$ cat src/rtl/bregisters_sb.sv
// Register bank with two registered read ports, write-to-read bypass and a
// per-register busy scoreboard that the control FSM reserves and writes release.

module bregisters_sb_rdport #(
  parameter int Size    = 8,
  parameter int AW      = 2,
  parameter bit ZERO_R0 = 1'b0
) (
  input  logic                             clk,
  input  logic                             rstn,
  input  logic                             re,
  input  logic [AW-1:0]                    a,
  input  logic                             we_eff,
  input  logic [AW-1:0]                    wa,
  input  logic [Size-1:0]                  wd,
  input  logic [(1<<AW)-1:0][Size-1:0]     regs,
  input  logic [(1<<AW)-1:0]               busy,
  output logic [Size-1:0]                  rd,
  output logic                             v
);
  logic [Size-1:0] rd_q, rd_d;
  logic            v_q, v_d;

  // Bypass beats busy: the write that releases the register also supplies the data.
  always_comb begin
    rd_d = rd_q;
    v_d  = 1'b0;
    if (re) begin
      if (we_eff && (wa == a)) begin
        rd_d = wd;
        v_d  = 1'b1;
      end else if (!busy[a]) begin
        rd_d = (ZERO_R0 && (a == '0)) ? '0 : regs[a];
        v_d  = 1'b1;
      end
    end
  end

  always_ff @(posedge clk) begin
    if (!rstn) begin
      rd_q <= '0;
      v_q  <= 1'b0;
    end else begin
      rd_q <= rd_d;
      v_q  <= v_d;
    end
  end

  assign rd = rd_q;
  assign v  = v_q;
endmodule

module bregisters_sb #(
  parameter int Size    = 8,
  parameter int AW      = 2,
  parameter bit ZERO_R0 = 1'b0
) (
  input  logic                  clk,
  input  logic                  rstn,
  input  logic                  we,
  input  logic [AW-1:0]         wa,
  input  logic [Size-1:0]       wd,
  input  logic                  re1,
  input  logic [AW-1:0]         a1,
  output logic [Size-1:0]       rd1,
  output logic                  v1,
  input  logic                  re2,
  input  logic [AW-1:0]         a2,
  output logic [Size-1:0]       rd2,
  output logic                  v2,
  input  logic                  rsv,
  input  logic [AW-1:0]         ra,
  output logic                  rsv_ok,
  output logic [(1<<AW)-1:0]    busy
);
  localparam int NREG = 1 << AW;

  logic [NREG-1:0][Size-1:0] regs_q, regs_d;
  logic [NREG-1:0]           busy_q, busy_d;
  logic                      rsv_ok_q, rsv_ok_d;
  logic                      we_eff, rsv_acc;

  // Reserve is applied after the write release so a same-address reserve wins;
  // acceptance looks only at pre-edge busy.
  always_comb begin
    we_eff  = we && !(ZERO_R0 && (wa == '0));
    rsv_acc = rsv && !busy_q[ra] && !(ZERO_R0 && (ra == '0));
    regs_d  = regs_q;
    busy_d  = busy_q;
    if (we_eff) begin
      regs_d[wa] = wd;
      busy_d[wa] = 1'b0;
    end
    if (rsv_acc) busy_d[ra] = 1'b1;
    rsv_ok_d = rsv_acc;
  end

  always_ff @(posedge clk) begin
    if (!rstn) begin
      regs_q   <= '0;
      busy_q   <= '0;
      rsv_ok_q <= 1'b0;
    end else begin
      regs_q   <= regs_d;
      busy_q   <= busy_d;
      rsv_ok_q <= rsv_ok_d;
    end
  end

  logic [1:0]                re_v, v_v;
  logic [1:0][AW-1:0]        a_v;
  logic [1:0][Size-1:0]      rd_v;

  assign re_v = {re2, re1};
  assign a_v  = {a2, a1};

  for (genvar gp = 0; gp < 2; gp++) begin : g_rd
    bregisters_sb_rdport #(.Size(Size), .AW(AW), .ZERO_R0(ZERO_R0)) u_rd (
      .clk    (clk),
      .rstn   (rstn),
      .re     (re_v[gp]),
      .a      (a_v[gp]),
      .we_eff (we_eff),
      .wa     (wa),
      .wd     (wd),
      .regs   (regs_q),
      .busy   (busy_q),
      .rd     (rd_v[gp]),
      .v      (v_v[gp])
    );
  end

  assign rd1    = rd_v[0];
  assign v1     = v_v[0];
  assign rd2    = rd_v[1];
  assign v2     = v_v[1];
  assign rsv_ok = rsv_ok_q;
  assign busy   = busy_q;
endmodule
$ cat config.mk
export PLATFORM = sky130hd
export DESIGN_NAME = bregisters_sb
export DESIGN_NICKNAME = d
export VERILOG_FILES = /design/src/rtl/bregisters_sb.sv
export SDC_FILE = /design/constraint.sdc
export NUM_CORES = 1
export LEC_CHECK = 0
export ABC_AREA = 1
export CORE_MARGIN = 3
export CORE_UTILIZATION = 54
export DETAILED_ROUTE_END_ITERATION = 8
export PLACE_DENSITY = 0.9
export SLEW_MARGIN = 20
export SYNTH_ARGS = -nofsm -noshare
export SYNTH_HDL_FRONTEND = slang
export SYNTH_SLANG_ARGS = --single-unit
$ cat constraint.sdc
create_clock -name clk -period 1.33 [get_ports clk]
set_input_delay 0.133 -clock clk [delete_from_list [all_inputs] [get_ports clk]]
set_output_delay 0.133 -clock clk [all_outputs]
set_load 0.02 [all_outputs]
==> flow_summary.html, run 1 <==
<table>
<tr><th>Metric</th><th>Value</th></tr>
<tr><th colspan="2">Clock tree</th></tr>
<tr><td>Clock-pin slew on the worst setup and hold paths</td><td>~0.1 ns</td></tr>
<tr><td>Number of buffers created by CTS</td><td>5</td></tr>
<tr><td>Hold-fix buffers at CTS</td><td>0</td></tr>
<tr><td>CTS sink cnt</td><td>55</td></tr>
<tr><td>H-Tree Level Count</td><td>2</td></tr>
<tr><td>CTS tree</td><td>done</td></tr>
<tr><td>Clock network latency to the later pin of the worst-skew pair</td><td>around 0.31 ns</td></tr>
<tr><td>Maximum clock insertion buffer count</td><td>2</td></tr>
<tr><td>Cell chosen for the clock root</td><td>clkbuf_8</td></tr>
<tr><th colspan="2">Power and ir drop</th></tr>
<tr><td>Worst VDD drop</td><td>around 0.00049 V</td></tr>
<tr><td>Areal power density over the cells</td><td>994 nW/µm²</td></tr>
<tr><td>Total Power Consumption</td><td>0.00387 W</td></tr>
<tr><td>Leakage dissipation</td><td>2.05 nW</td></tr>
<tr><th colspan="2">Route</th></tr>
<tr><td>Total iterations of the first detailed-routing run</td><td>5</td></tr>
<tr><td>DRC errors left</td><td>0</td></tr>
<tr><td>Final routed wire length divided by cell count</td><td>between 10 and 15 µm</td></tr>
<tr><td>Count of nets left with antenna violations after detail routing</td><td>0</td></tr>
<tr><td>Starting DRC count in detailed routing</td><td>just over 300</td></tr>
<tr><td>Vias after detailed routing</td><td>about 3.4k</td></tr>
<tr><td>Mean number of vias per cell</td><td>between 5 and 6</td></tr>
<tr><td>Total wirelength of the detailed-routed design</td><td>~9000 µm</td></tr>
<tr><th colspan="2">Floorplan</th></tr>
<tr><td>Area enclosed by the die boundary</td><td>between 6000 and 7000 µm²</td></tr>
<tr><td>Floorplan core area</td><td>about 5300 µm²</td></tr>
<tr><td>Die height</td><td>80.9 µm</td></tr>
<tr><td>Starting density of the core</td><td>~57%</td></tr>
<tr><td>Site row count</td><td>26</td></tr>
<tr><td>Die X</td><td>around 80 µm</td></tr>
<tr><td>Boundary Pins</td><td>between 40 and 50</td></tr>
<tr><th colspan="2">Final layout</th></tr>
<tr><td>Share of post-route cells with drive strength above 1</td><td>between 10 and 15%</td></tr>
<tr><td>Net count reported at finish</td><td>579</td></tr>
<tr><td>N_diodes</td><td>0</td></tr>
<tr><td>Area delta synth-&gt;final</td><td>28.5%</td></tr>
<tr><th colspan="2">Critical path</th></tr>
<tr><td>Worst setup path end</td><td>g_rd[0].u_rd.rd[1]$_SDFFE_PN0P_</td></tr>
<tr><td>Most frequent CP cell</td><td>nor2_1</td></tr>
<tr><td>Crit path arrival time</td><td>roughly 1.4 ns</td></tr>
<tr><td>Reg2Reg Setup Slack</td><td>0.13 ns</td></tr>
<tr><td>CP max FO</td><td>17</td></tr>
<tr><td>Critical register-to-register path endpoint</td><td>g_rd[0].u_rd.rd[1]$_SDFFE_PN0P_</td></tr>
<tr><td>Origin of the critical flop-to-flop path</td><td>busy[3]$_SDFF_PN0_</td></tr>
<tr><td>Worst path max stage delay</td><td>0.54 ns</td></tr>
<tr><td>Slowest cell on the critical path</td><td>clkdlybuf4s50_1</td></tr>
<tr><td>Critical path required time</td><td>between 1.5 and 2 ns</td></tr>
<tr><td>Setup CP Type</td><td>primary input to flop</td></tr>
<tr><td>CP Launch Type</td><td>primary input</td></tr>
<tr><td>Ordered cell list for the critical path</td><td>clkdlybuf4s50_1 -&gt; inv_2 -&gt; nand2_4 -&gt; nand3_4 -&gt; nand2_2 -&gt; nand2_8 -&gt; nor2_1 -&gt; nor2_1</td></tr>
<tr><td>Worst reg-to-reg path cell count</td><td>8</td></tr>
<tr><td>Setup crit end kind</td><td>flop</td></tr>
<tr><td>Startpoint of the most critical setup path</td><td>a1[1]</td></tr>
<tr><th colspan="2">STA</th></tr>
<tr><td>Period Utilization, post-route</td><td>between 90% and 100%</td></tr>
<tr><td>Slew of the pin with the lowest slew margin</td><td>between 0.3 and 0.4 ns</td></tr>
<tr><td>Total setup violations reported at the end of the flow</td><td>0</td></tr>
<tr><td>Headroom to the max-slew limit</td><td>75.8%</td></tr>
<tr><td>Post-layout min period</td><td>between 1 and 1.5 ns</td></tr>
<tr><td>Final Hold Vio Count</td><td>0</td></tr>
<tr><td>Maximum operating frequency</td><td>a little over 800 MHz</td></tr>
<tr><td>Setup clock skew after layout</td><td>0.00803 ns</td></tr>
<tr><td>Least setup slack across all paths after layout</td><td>around 0.10 ns</td></tr>
<tr><td>Total count of max-transition violations in the final report</td><td>0</td></tr>
<tr><th colspan="2">Global route</th></tr>
<tr><td>Wire length of the first global-routing pass</td><td>~15000 µm</td></tr>
<tr><td>Overall global routing resource usage</td><td>~29%</td></tr>
<tr><td>Number of antenna violations at the first check in global routing</td><td>0</td></tr>
<tr><td>Maximum number of pins on one net before global-route repair</td><td>54</td></tr>
<tr><td>Global-route congestion overflow total</td><td>0</td></tr>
<tr><td>Number of global-route vias before repair</td><td>3066</td></tr>
<tr><th colspan="2">Synth</th></tr>
<tr><td>Mapped Nets</td><td>506</td></tr>
<tr><td>Area share of the largest cell type after synthesis</td><td>around 36%</td></tr>
<tr><td>Synth area leader</td><td>dfxtp_1</td></tr>
<tr><td>Post-synthesis cell count</td><td>between 400 and 500</td></tr>
<tr><td>Flip-flop and latch count after synthesis</td><td>55</td></tr>
<tr><td>Top FF cell, synth</td><td>dfxtp_1</td></tr>
<tr><td>Number of warnings printed during yosys synthesis</td><td>0</td></tr>
<tr><td>Cell area after technology mapping</td><td>around 3000 µm²</td></tr>
<tr><td>Dominant cells by area after synthesis</td><td>dfxtp_1, nand2_1, nand3_1</td></tr>
<tr><td>Count of unique library cells instantiated by Yosys</td><td>20</td></tr>
<tr><td>Most used standard cells in the synthesized netlist</td><td>nand2_1, inv_1, dfxtp_1</td></tr>
<tr><td>Most numerous cell in the Yosys netlist</td><td>nand2_1</td></tr>
<tr><td>Share of async-settable or async-resettable flops after synthesis</td><td>0%</td></tr>
<tr><td>Number of synthesized flops with an enable pin</td><td>0</td></tr>
<tr><td>Fraction of the yosys area taken by sequential cells</td><td>between 30 and 40%</td></tr>
<tr><td>Average footprint of a synthesized cell</td><td>6.25 µm²</td></tr>
<tr><th colspan="2">Place</th></tr>
<tr><td>Port bufs</td><td>44</td></tr>
<tr><td>Setup WS pre-CTS</td><td>-0.313 ns</td></tr>
<tr><td>Total half-perimeter wirelength after legalization and detailed placement</td><td>6460 µm</td></tr>
<tr><td>Final weighted congestion in routability-driven placement</td><td>roughly 1</td></tr>
<tr><th colspan="2">Outcome</th></tr>
<tr><td>Status</td><td>completed</td></tr>
<tr><th colspan="2">Worst hold path</th></tr>
<tr><td>Depth of the worst hold-timing path</td><td>4</td></tr>
<tr><td>Worst Hold Class</td><td>primary input to flop</td></tr>
<tr><th colspan="2">Flow run</th></tr>
<tr><td>Reported max-cap violation count</td><td>0</td></tr>
</table>
## what timing repair did
action,in CTS,in global routing
gates cloned,0,1
resized for setup,23,15
endpoints found under the setup margin,23,31
buffers inserted,0,2
## worst max-delay path: cells and delay by family
family / cells / cell delay [ns]
simple gates: 6 / 0.65
buf+inv: 2 / 0.66
## logic make-up (layout without fill, tap and decap cells)
| group | Yosys count | after routing | synth area share, % |
|---|---|---|---|
| and+or+nand+nor | 278 | 278 | 41.1 |
| buffers and inverters | 83 | 157 | 11.3 |
| DFF | 55 | 55 | 36.4 |
| AOI/OAI and AO/OA | 68 | 68 | 11.3 |
## metal layers
layer | up-vias | GRT usage [%] | wire length (µm)
met2 | 140 | 46.3 | 4190
met1 | 1537 | 38.3 | 3830
li1 | 1671 | - | -
met4 | 0 | 11.5 | 373
met5 | - | 0 | 0
met3 | 33 | 4.43 | 638
## power breakdown
part	switching [W]	leakage [nW]	internal (W)
clock network	0.000553	0.0515	0.000477
logic	0.000640	1.55	0.000398
registers	0.0000401	0.453	0.00176
## stage by stage
step | setup TNS (ns) | hold WS (ns) | utilization, % | cell area [µm²] | std cells
finish | 0 | 0.412 | 73.8 | 3890 | 628
global route | -0.00211 | 0.431 | 73.8 | 3890 | 628
CTS | 0 | 0.480 | 72.6 | 3830 | 625
detailed placement | -10.94 | 0.466 | 71.2 | 3750 | 617
global placement | -10.14 | 0.460 | 71.2 | 3750 | 617
floorplan | 0 | 0.291 | - | 3030 | 484
## placed cells by master (no fill, tap or decap), types with 2 or more instances in the layout
master,instances
nand2_2,7
clkbuf_8,7
nand2_8,2
dlymetal6s2s_1,6
nand3_1,45
clkdlybuf4s50_1,15
nor2_1,34
o21ai_0,35
nand4_1,16
a21oi_1,32
inv_1,56
nand2_1,164
nand2_4,5
nor2_2,3
buf_4,39
dfxtp_2,3
dfxtp_1,52
nand3_4,2
inv_2,6
dlygate4sd2_1,23
## how the worst min path moves through the flow
stage                                  from                      end
floorplan                             ra[1]       busy[2]$_SDFF_PN0_
global placement    regs_q[18]$_SDFFE_PN0P_  regs_q[18]$_SDFFE_PN0P_
detailed placement  regs_q[31]$_SDFFE_PN0P_  regs_q[31]$_SDFFE_PN0P_
CTS                 regs_q[31]$_SDFFE_PN0P_  regs_q[31]$_SDFFE_PN0P_
global route                             we   regs_q[0]$_SDFFE_PN0P_
finish                                wa[1]  regs_q[24]$_SDFFE_PN0P_
## final cells by class
type / count / area, µm²
clock buffer: 8 / 100
sequential: 55 / 1100
tap: 70 / 87.6
fill: 450 / 1380
inverter: 63 / 236
timing repair buffer: 86 / 756
multi-input combinational: 346 / 1600
## state kept, by name, indices dropped and copies added (netlist names)
signal,flops
g_rd.u_rd.rd,16
rsv_ok,1
busy,4
g_rd.u_rd.v,2
regs_q,32
Note: power is estimated with default switching activity, not from simulation.
==> run 2, diff against run 1 <==
--- a/config.mk
+++ b/config.mk
@@ -7,9 +7,10 @@
 export LEC_CHECK = 0
 export ABC_AREA = 1
 export CORE_MARGIN = 3
-export CORE_UTILIZATION = 54
+export CORE_UTILIZATION = 49
 export DETAILED_ROUTE_END_ITERATION = 8
-export PLACE_DENSITY = 0.9
+export HOLD_SLACK_MARGIN = 0.08
+export PLACE_DENSITY = 0.86
 export SLEW_MARGIN = 20
 export SYNTH_ARGS = -nofsm -noshare
 export SYNTH_HDL_FRONTEND = slang
==> constraint.sdc (replaced) <==
create_clock -name clk -period 1.1 [get_ports clk]
set_input_delay 0.11 -clock clk [delete_from_list [all_inputs] [get_ports clk]]
set_output_delay 0.11 -clock clk [all_outputs]
set_load 0.02 [all_outputs]
==> flow_summary.html, run 2 (synthesized netlist as in run 1, its figures left out) <==
<table>
<tr><th>Metric</th><th>Value</th></tr>
<tr><th colspan="2">Outcome</th></tr>
<tr><td>Status</td><td>finished, violations left</td></tr>
<tr><td>Violated checks</td><td>negative setup slack</td></tr>
<tr><th colspan="2">Clock tree</th></tr>
<tr><td>CTS sink cnt</td><td>55</td></tr>
<tr><td>CTS tree</td><td>done</td></tr>
<tr><td>Cell chosen for the clock root</td><td>clkbuf_8</td></tr>
<tr><td>Clock network latency to the later pin of the worst-skew pair</td><td>slightly above 0.3 ns</td></tr>
<tr><td>H-Tree Level Count</td><td>2</td></tr>
<tr><td>Clock-pin slew on the worst setup and hold paths</td><td>around 0.1 ns</td></tr>
<tr><td>Number of buffers created by CTS</td><td>5</td></tr>
<tr><td>Maximum clock insertion buffer count</td><td>2</td></tr>
<tr><th colspan="2">Final layout</th></tr>
<tr><td>Most flop-heavy register</td><td>regs_q</td></tr>
<tr><td>Register area</td><td>between 1000 and 1500 µm²</td></tr>
<tr><td>Net count reported at finish</td><td>a little under 600</td></tr>
<tr><td>Fillers</td><td>between 400 and 500</td></tr>
<tr><td>Area delta synth-&gt;final</td><td>41.0%</td></tr>
<tr><td>Footprint of the multi-input gates</td><td>about 1900 µm²</td></tr>
<tr><td>Most common cell after layout, fill and taps aside</td><td>nand2_1</td></tr>
<tr><td>Share of post-route cells with drive strength above 1</td><td>between 20% and 30%</td></tr>
<tr><td>Utilization after layout</td><td>between 70% and 80%</td></tr>
<tr><td>Flip-flop count of the largest register, all copies and words added</td><td>32</td></tr>
<tr><td>Final cell count without fillers</td><td>645</td></tr>
<tr><td>Commonest cells after routing, fill and taps aside</td><td>nand2_1, inv_1, dfxtp_1</td></tr>
<tr><td>N_diodes</td><td>0</td></tr>
<tr><td>Summed area of non-filler cells in the final layout</td><td>around 4300 µm²</td></tr>
<tr><th colspan="2">Place</th></tr>
<tr><td>Total half-perimeter wirelength after legalization and detailed placement</td><td>about 6600 µm</td></tr>
<tr><td>Port bufs</td><td>between 40 and 50</td></tr>
<tr><td>Final weighted congestion in routability-driven placement</td><td>0.909</td></tr>
<tr><td>Total instance count after detailed placement</td><td>~630</td></tr>
<tr><td>Placement Cell Area</td><td>slightly below 4000 µm²</td></tr>
<tr><td>Setup WS pre-CTS</td><td>-0.606 ns</td></tr>
<tr><th colspan="2">Route</th></tr>
<tr><td>Count of nets left with antenna violations after detail routing</td><td>0</td></tr>
<tr><td>Starting DRC count in detailed routing</td><td>427</td></tr>
<tr><td>Vias after detailed routing</td><td>about 3.6k</td></tr>
<tr><td>DRC errors left</td><td>0</td></tr>
<tr><td>Final routed wire length divided by cell count</td><td>~16 µm</td></tr>
<tr><td>Total iterations of the first detailed-routing run</td><td>6</td></tr>
<tr><td>Total wirelength of the detailed-routed design</td><td>between 10000 and 15000 µm</td></tr>
<tr><td>Mean number of vias per cell</td><td>around 5.6</td></tr>
<tr><th colspan="2">Floorplan</th></tr>
<tr><td>Floorplan core area</td><td>between 5000 and 6000 µm²</td></tr>
<tr><td>Die X</td><td>roughly 85 µm</td></tr>
<tr><td>Die height</td><td>between 80 and 90 µm</td></tr>
<tr><td>Site row count</td><td>27</td></tr>
<tr><td>Starting density of the core</td><td>a little over half</td></tr>
<tr><td>Area enclosed by the die boundary</td><td>roughly 7200 µm²</td></tr>
<tr><td>Boundary Pins</td><td>45</td></tr>
<tr><th colspan="2">STA</th></tr>
<tr><td>Setup clock skew after layout</td><td>0.00686 ns</td></tr>
<tr><td>Setup TNS Final</td><td>-1.04 ns</td></tr>
<tr><td>Maximum operating frequency</td><td>~830 MHz</td></tr>
<tr><td>Post-layout min period</td><td>roughly 1.2 ns</td></tr>
<tr><td>Slew of the pin with the lowest slew margin</td><td>0.596 ns</td></tr>
<tr><td>Period Utilization, post-route</td><td>109%</td></tr>
<tr><td>Headroom to the max-slew limit</td><td>about 60%</td></tr>
<tr><td>Total count of max-transition violations in the final report</td><td>0</td></tr>
<tr><td>Total setup violations reported at the end of the flow</td><td>19</td></tr>
<tr><td>Least setup slack across all paths after layout</td><td>-0.104 ns</td></tr>
<tr><td>Final Hold Vio Count</td><td>0</td></tr>
<tr><td>RSZ-0062 raised after global routing</td><td>true</td></tr>
<tr><th colspan="2">Global route</th></tr>
<tr><td>Global-route congestion overflow total</td><td>0</td></tr>
<tr><td>Wire length of the first global-routing pass</td><td>15100 µm</td></tr>
<tr><td>Number of antenna violations at the first check in global routing</td><td>0</td></tr>
<tr><td>Number of global-route vias before repair</td><td>between 3k and 4k</td></tr>
<tr><td>Overall global routing resource usage</td><td>approximately a quarter</td></tr>
<tr><td>Maximum number of pins on one net before global-route repair</td><td>32</td></tr>
<tr><th colspan="2">Power and ir drop</th></tr>
<tr><td>Worst VDD drop</td><td>approximately 0.00062 V</td></tr>
<tr><td>Leakage dissipation</td><td>2.08 nW</td></tr>
<tr><td>Areal power density over the cells</td><td>between 1000 and 1500 nW/µm²</td></tr>
<tr><th colspan="2">Critical path</th></tr>
<tr><td>Crit path buf inv count</td><td>2</td></tr>
<tr><td>Setup CP Type</td><td>flop to flop</td></tr>
<tr><td>Critical register-to-register path endpoint</td><td>g_rd[1].u_rd.v$_SDFF_PN0_</td></tr>
<tr><td>Setup crit end kind</td><td>flop</td></tr>
<tr><td>Slowest cell on the critical path</td><td>dfxtp_4</td></tr>
<tr><td>CP max FO</td><td>8</td></tr>
<tr><td>Startpoint of the most critical setup path</td><td>busy[2]$_SDFF_PN0_</td></tr>
<tr><td>Reg2Reg Setup Slack</td><td>-0.10 ns</td></tr>
<tr><td>Logic depth of the worst path, buffers included</td><td>8</td></tr>
<tr><td>Worst path max stage delay</td><td>~0.37 ns</td></tr>
<tr><td>Ordered cell list for the critical path</td><td>inv_2 -&gt; nand2_1 -&gt; nand3_2 -&gt; nand2_4 -&gt; nand2_8 -&gt; nand2_8 -&gt; buf_4 -&gt; nor2_1</td></tr>
<tr><td>Worst reg-to-reg path cell count</td><td>8</td></tr>
<tr><td>Worst setup path end</td><td>g_rd[1].u_rd.v$_SDFF_PN0_</td></tr>
<tr><td>Critical path required time</td><td>approximately 1.4 ns</td></tr>
<tr><td>Most frequent CP cell</td><td>nand2_8</td></tr>
<tr><td>Origin of the critical flop-to-flop path</td><td>busy[2]$_SDFF_PN0_</td></tr>
<tr><td>Crit path arrival time</td><td>between 1 and 1.5 ns</td></tr>
<tr><td>CP Launch Type</td><td>flop</td></tr>
<tr><td>Cell class contributing the biggest share of worst-path delay</td><td>simple AND/OR/NAND/NOR gates</td></tr>
<tr><th colspan="2">Flow run</th></tr>
<tr><td>Reported max-cap violation count</td><td>0</td></tr>
<tr><th colspan="2">Worst hold path</th></tr>
<tr><td>Worst Hold Class</td><td>primary input to flop</td></tr>
<tr><td>Depth of the worst hold-timing path</td><td>3</td></tr>
</table>
[run 2: cell types whose count changed in the layout (fill, tap and decap cells not counted), sizes merged]
cell	previous run	this run
buf	42	53
clkbuf	8	21
clkdlybuf4s15	0	9
clkdlybuf4s50	15	13
clkinv	1	2
clkinvlp	0	1
dlygate4sd2	23	6
dlymetal6s2s	6	1
nand2	178	182
[run 2: cell type report]
class / count / area share (%)
Multi-Input combinational cell: 350 / 44.6
Clock buffer: 6 / 1.93
Inverter: 63 / 5.83
Tap cell: 72 / 2.11
Timing Repair Buffer: 97 / 19.0
Clock inverter: 2 / 0.352
Sequential cell: 55 / 26.1
[run 2: timing repair]
action | 4_1_cts | 5_1_grt
pin swaps | 6 | 21
hold buffers | 0 | 0
buffers inserted | 3 | 2
gates cloned | 2 | 2
resized for setup | 61 | 89
setup endpoints to repair | 72 | 47
[run 2: worst register-to-register path: cells and delay by family (launching register included)]
kind	cells	cell delay (ns)
buffers and inverters	2	0.24
flip-flops	1	0.37
AND/OR/NAND/NOR	6	0.55
[run 2: power by group]
part	switching [W]	internal [W]
clock	0.000696	0.000518
combinational	0.000942	0.000584
sequential	0.0000585	0.00212
[run 2: how the worst min path moves through the flow]
stage,from,end,slack (ns)
finish,ra[1],busy[2]$_SDFF_PN0_,0.16
global route,ra[1],busy[2]$_SDFF_PN0_,0.20
CTS,wa[1],regs_q[29]$_SDFFE_PN0P_,0.45
detailed placement,regs_q[27]$_SDFFE_PN0P_,regs_q[27]$_SDFFE_PN0P_,0.48
global placement,regs_q[28]$_SDFFE_PN0P_,regs_q[28]$_SDFFE_PN0P_,0.47
floorplan,ra[1],busy[2]$_SDFF_PN0_,0.26
[run 2: layer usage]
| metal | wire, µm | track usage [%] |
|---|---|---|
| met1 | 3860 | 32.3 |
| met2 | 4780 | 43.5 |
| met3 | 900 | 4.32 |
| met4 | 546 | 11.9 |
| met5 | 0 | 0 |
[run 2: metrics by stage]
stage	hold WS [ns]	total power [W]
finish	0.160	0.00492
global route	0.195	0.00515
CTS	0.448	0.00472
detailed placement	0.476	0.00352
global placement	0.467	0.00348
floorplan	0.257	0.00296
